## src/rtl/lotr_uart_snapshot.sv

```systemverilog
// lotr_uart_snapshot
//   Reads a word range of LOTR data memory through a synchronous read port and
//   prints every word on a UART TX line as "Offset XXXXXXXX : YYYYYYYY\n",
//   matching the simulation shared-memory log so silicon and sim dumps diff cleanly.
//
// Parameters
//   BAUD_DIV    clock cycles per UART bit (>= 2)
//   DUMP_START  first byte address dumped (word aligned)
//   DUMP_END    exclusive end byte address (word aligned, > DUMP_START)
//
// Ports
//   QClk            clock
//   RstQnnnH        synchronous active-high reset
//   StartQnnnH      start request, accepted only while idle
//   MemRdEnQ100H    read strobe to data memory
//   MemAdrsQ100H    byte address of the word read (zero when not reading)
//   MemRdDataQ101H  read data, valid the cycle after the strobe
//   UartTxQnnnH     serial out, 8N1, LSB first, idle high
//   BusyQnnnH       dump in progress
//   DoneQnnnH       one-cycle pulse after the final stop bit
module lotr_uart_snapshot #(
    parameter int          BAUD_DIV   = 434,
    parameter logic [31:0] DUMP_START = 32'h0040_0C00,
    parameter logic [31:0] DUMP_END   = 32'h0040_1000
) (
    input  logic        QClk,
    input  logic        RstQnnnH,
    input  logic        StartQnnnH,
    output logic        MemRdEnQ100H,
    output logic [31:0] MemAdrsQ100H,
    input  logic [31:0] MemRdDataQ101H,
    output logic        UartTxQnnnH,
    output logic        BusyQnnnH,
    output logic        DoneQnnnH
);

    localparam logic [2:0] S_IDLE      = 3'd0;
    localparam logic [2:0] S_RD_REQ    = 3'd1;
    localparam logic [2:0] S_RD_CAP    = 3'd2;
    localparam logic [2:0] S_TX_CHAR   = 3'd3;
    localparam logic [2:0] S_NEXT_WORD = 3'd4;
    localparam logic [2:0] S_DONE      = 3'd5;

    localparam int          BW        = (BAUD_DIV > 1) ? $clog2(BAUD_DIV) : 1;
    localparam logic [BW-1:0] BAUD_LAST = BW'(BAUD_DIV - 1);
    localparam logic [55:0] PREFIX    = "Offset ";
    localparam logic [4:0]  LAST_CHAR = 5'd26;
    localparam logic [3:0]  STOP_BIT  = 4'd9;

    logic [2:0]    state;
    logic [31:0]   addr;
    logic [31:0]   data_q;
    logic [4:0]    char_idx;
    logic [3:0]    bit_idx;   // 0 = start, 1..8 = D0..D7, 9 = stop
    logic [BW-1:0] baud_cnt;
    logic          tx_q;
    logic [7:0]    cur_char;

    function automatic logic [7:0] hex_ascii(input logic [3:0] n);
        return (n < 4'd10) ? (8'h30 + {4'h0, n}) : (8'h57 + {4'h0, n});
    endfunction

    // Character of the current line selected by char_idx.
    always_comb begin
        int i;
        i        = int'(char_idx);
        cur_char = 8'h0A;
        if (char_idx < 5'd7)
            cur_char = PREFIX[8*(6-i) +: 8];
        else if (char_idx < 5'd15)
            cur_char = hex_ascii(addr[4*(14-i) +: 4]);
        else if (char_idx == 5'd16)
            cur_char = 8'h3A;
        else if (char_idx < 5'd18)
            cur_char = 8'h20;
        else if (char_idx < 5'd26)
            cur_char = hex_ascii(data_q[4*(25-i) +: 4]);
    end

    // TX is registered: each bit level is loaded on the cycle before it is
    // driven, so the line is glitch-free and a frame starts right after RD_CAP.
    always_ff @(posedge QClk) begin
        if (RstQnnnH) begin
            state    <= S_IDLE;
            addr     <= DUMP_START;
            data_q   <= '0;
            char_idx <= '0;
            bit_idx  <= '0;
            baud_cnt <= '0;
            tx_q     <= 1'b1;
        end else begin
            case (state)
                S_IDLE: begin
                    if (StartQnnnH)
                        state <= S_RD_REQ;
                end
                S_RD_REQ: begin
                    state <= S_RD_CAP;
                end
                S_RD_CAP: begin
                    data_q   <= MemRdDataQ101H;
                    char_idx <= '0;
                    bit_idx  <= '0;
                    baud_cnt <= '0;
                    tx_q     <= 1'b0;
                    state    <= S_TX_CHAR;
                end
                S_TX_CHAR: begin
                    if (baud_cnt != BAUD_LAST) begin
                        baud_cnt <= baud_cnt + 1'b1;
                    end else begin
                        baud_cnt <= '0;
                        if (bit_idx == STOP_BIT) begin
                            bit_idx <= '0;
                            if (char_idx == LAST_CHAR) begin
                                tx_q  <= 1'b1;
                                state <= S_NEXT_WORD;
                            end else begin
                                char_idx <= char_idx + 1'b1;
                                tx_q     <= 1'b0;
                            end
                        end else begin
                            bit_idx <= bit_idx + 1'b1;
                            // leaving bit b: next is data bit b, or stop after D7
                            tx_q    <= (bit_idx == 4'd8) ? 1'b1 : cur_char[bit_idx[2:0]];
                        end
                    end
                end
                S_NEXT_WORD: begin
                    if (addr + 32'd4 == DUMP_END) begin
                        state <= S_DONE;
                    end else begin
                        addr  <= addr + 32'd4;
                        state <= S_RD_REQ;
                    end
                end
                S_DONE: begin
                    addr  <= DUMP_START;
                    state <= S_IDLE;
                end
                default: begin
                    state <= S_IDLE;
                end
            endcase
        end
    end

    assign MemRdEnQ100H = (state == S_RD_REQ);
    // Address bus is held at zero outside read strobes.
    assign MemAdrsQ100H = MemRdEnQ100H ? addr : '0;
    assign UartTxQnnnH  = tx_q;
    assign BusyQnnnH    = (state == S_RD_REQ) || (state == S_RD_CAP) ||
                          (state == S_TX_CHAR) || (state == S_NEXT_WORD);
    assign DoneQnnnH    = (state == S_DONE);

endmodule

```

## config.mk

```make
export PLATFORM = sky130hd
export DESIGN_NAME = lotr_uart_snapshot
export DESIGN_NICKNAME = d
export VERILOG_FILES = /design/src/rtl/lotr_uart_snapshot.sv
export SDC_FILE = /design/constraint.sdc
export NUM_CORES = 1
export LEC_CHECK = 0
export CAP_MARGIN = 25
export CORE_MARGIN = 3
export CORE_UTILIZATION = 30
export CTS_CLUSTER_DIAMETER = 150
export DETAILED_ROUTE_END_ITERATION = 8
export GPL_TIMING_DRIVEN = 0
export PLACE_DENSITY = 0.6
export SLEW_MARGIN = 30
export SYNTH_ARGS = -nofsm -noshare
export SYNTH_HDL_FRONTEND = slang
export SYNTH_SLANG_ARGS = --single-unit
```

## constraint.sdc

```tcl
create_clock -name QClk -period 4.7 [get_ports QClk]
set_input_delay 0.94 -clock QClk [delete_from_list [all_inputs] [get_ports QClk]]
set_output_delay 0.94 -clock QClk [all_outputs]
set_load 0.005 [all_outputs]
```

==> results.json <==
{
  "critPathMaxStageDelay_ns": 0.41,
  "io_pins": 71,
  "antenna_cells": 0,
  "grt_util_all_layers_pct": 17.1,
  "port_buffers": 68,
  "netSwitchingFraction_pct": 27.0,
  "synthXorXnorAreaFrac_pct": 2.64,
  "maxCapViolations": 0,
  "start_util_pct": 31.1,
  "hold_violations": 0,
  "core_area_sq_mm": 0.0190,
  "setup_viol": 0,
  "synth-adder-area-share_pct": 2.75,
  "grt_max_degree": 16,
  "fin_setup_tns_ns": 0,
  "synth_warnings": 0,
  "postCtsSetupRepairBufs": 0,
  "fmax_mhz": 233,
  "wirelength_mm": 18.4,
  "clock_power_share_pct": 43.6,
  "required_ns": 5.01,
  "clock-sinks": 84,
  "cts_tree": "built",
  "ys_types": 86,
  "drive_above_1_share_pct": 9.51,
  "fin_crit_sh_pct": 91.4,
  "grt_pass1_vias": 5643,
  "ys_seq_area_share_pct": 28.4,
  "crit_path_end_kind": "register",
  "holdBufCountCts": 0,
  "min_from": "data_q[15]",
  "crit_chain": "buf_2 > buf_2 > clkinv_1 > ha_1 > clkbuf_1 > clkbuf_2 > mux4_1 > o2111ai_1 > ha_1 > nand2_1 > nand3_1 > a221oi_1 > o31ai_1 > a21o_1",
  "cp_max_fo": 10,
  "ys_dominant_reg_cell": "dfxtp_1",
  "clockRootBuffer": "clkbuf_16",
  "synthesis.area_sq_mm": 0.00592,
  "finalPower_w": 0.00169,
  "drt_iter0_markers": 461,
  "rows": 50,
  "vias": 5949,
  "synth-simple-area-share_pct": 34.5,
  "startpoint_type": "register",
  "ctsHtreeMaxLevel": 3,
  "intPower_w": 0.00123,
  "first_pass_iters": 5,
  "die_area_sq_mm": 0.0215,
  "synth_edf_count": 0,
  "dpl.hpwl_mm": 13.5,
  "grt_setup_unrepaired": "false",
  "cts_buffers": 9,
  "final_nets": 885,
  "routedWlPerCell_um": 16.7,
  "postSynthCellCount": 757,
  "die_w_um": 147,
  "power_switching_w": 0.000455,
  "post-route-drc-count": 0,
  "synth_top_family_by_area": "simple AND/OR/NAND/NOR gates",
  "hp-class": "register to register",
  "pwr-share-seq_pct": 44.4,
  "ir_worst_vdd_mv": 0.148,
  "antenna_found_initial": 0,
  "synth_area_leaders": "dfxtp_1 28%, nand2_1 8.0%, a21oi_1 5.9%, mux4_2 4.2%, and2_1 3.5%",
  "grt-ovfl-total": 0,
  "arrival_ns": 4.60,
  "r2r-start": "char_idx[0]",
  "synth.top_cells.by_count": "127 x nand2_1, 84 x dfxtp_1, 70 x a21oi_1",
  "die_y_um": 147,
  "setup.worst_path.start": "char_idx[0]",
  "cp_slowest_cell": "clkbuf_1",
  "synthToLayoutAreaGrowth_pct": 22.1,
  "status": "finished clean",
  "criticalPathCategory": "register to register",
  "ant_nets": 0,
  "grt_pass1_wl_mm": 30.2,
  "clk_pin_slew_ns": 0.07,
  "clkLatencyLatePin_ns": 0.36,
  "synth_top_area_share_pct": 28.4,
  "worst_pin_slew_ns": 0.735,
  "synth_seq_cells": 84,
  "fin_crit_ns": 4.30,
  "synth_area_leader_cell": "dfxtp_1",
  "clock_skew_ns": 0.00932,
  "cts_buffer_depth": 2,
  "power_frac_comb_pct": 12.1,
  "final_util_pct": 38.0,
  "drv_slew": 0,
  "via_per_inst": 5.40,
  "synth_most_common_cell": "nand2_1",
  "synth_compound_area_share_pct": 18.9,
  "power-per-cell-area_mw_per_mm2": 233,
  "routabilityCongestion": 0.904,
  "dp.cells": 1086,
  "synthArstFlopShare_pct": 0,
  "synthMuxAreaShare_pct": 7.20,
  "slew_headroom_pct": 49.7,
  "stdcell_count": 1101,
  "syn-mean-instance-area_sq_um": 7.82,
  "leakage_nw": 2.45,
  "cts_resized": 0
}
[final cells by class]
class,instances,area (sq um)
sequential,84,1680
inverter,10,37.5
multi-input combinational,603,3910
fill,2015,11800
buffer,61,295
clock inverter,6,71.3
timing repair buffer,68,681
clock buffer,9,225
tap,260,325
[through the flow]
stage                     cell area, sq um  hold WS, ns  worst slack (ns)
after global routing                  7230        0.469             0.110
after CTS                             7230        0.453             0.266
final                                 7230        0.451             0.405
after detailed placement              6930        0.444             0.279
after global placement                6930        0.440             0.308
after floorplan                       5930        0.432              1.32
[sequential cells by signal, summed over array words and instances, names as in the netlist]
name	cells
char_idx	5
data_q	32
baud_cnt	9
state	3
bit_idx	4
addr	30
UartTxQnnnH	1
[worst max-delay path, delay by kind of cell, from the launching register on]
| family | cells | cell delay (ns) |
|---|---|---|
| muxes | 1 | 0.38 |
| buffers and inverters | 5 | 1.85 |
| adders and majority gates | 2 | 0.65 |
| AOI/OAI and AO/OA | 4 | 0.81 |
| DFF | 1 | 0.39 |
| and+or+nand+nor | 2 | 0.16 |
[power groups by stage]
stage / Clock [W] / Sequential [W] / Combinational, W
final: 0.000735 / 0.000748 / 0.000203
after CTS: 0.000750 / 0.000748 / 0.000204
after detailed placement: 0 / 0.000764 / 0.000203
after global routing: 0.000772 / 0.000751 / 0.000226
after floorplan: 0 / 0.000760 / 0.000111
after global placement: 0 / 0.000764 / 0.000202
[final timing paths]
check | endpoint | cells past startpoint | slack (ns)
worst min-delay path | data_q[15] | 2 | 0.45
worst max register to register | UartTxQnnnH | 14 | 0.40
worst min register to register | data_q[15] | 2 | 0.45
worst max-delay path | UartTxQnnnH | 14 | 0.40
[routing by layer]
metal	vias up	global-route usage (%)	part of all wire, %
met5	-	0	0
met4	0	4.89	1.5
met1	2789	24.8	49
met3	20	2.92	6.7
li1	2925	-	-
met2	215	26.1	43
[logic make-up after synthesis]
kind of cell / after synthesis
buf+inv: 71
fa+ha+maj: 13
other cells: 1
flops: 84
simple gates: 374
mux: 27
compound gates: 170
xor+xnor: 17
[cells in the final DEF (no fill, tap or decap), drive strengths merged, types with 4 or more instances in the layout]
cell	instances
nand2	127
dfxtp	84
a21oi	71
clkdlybuf4s50	68
nor2	49
clkbuf	47
and2	34
nand3	26
buf	23
or4	20
o21ai	20
nor3	19
nand4	18
o31ai	16
nor4	16
xnor2	13
mux2i	13
nand2b	13
ha	13
or3	13
mux4	12
and3	10
o211ai	9
nor2b	9
inv	9
a31oi	5
a311oi	5
a211oi	5
clkinv	4
xor2	4
nor4b	4
Power figures use the tool's default switching activity.
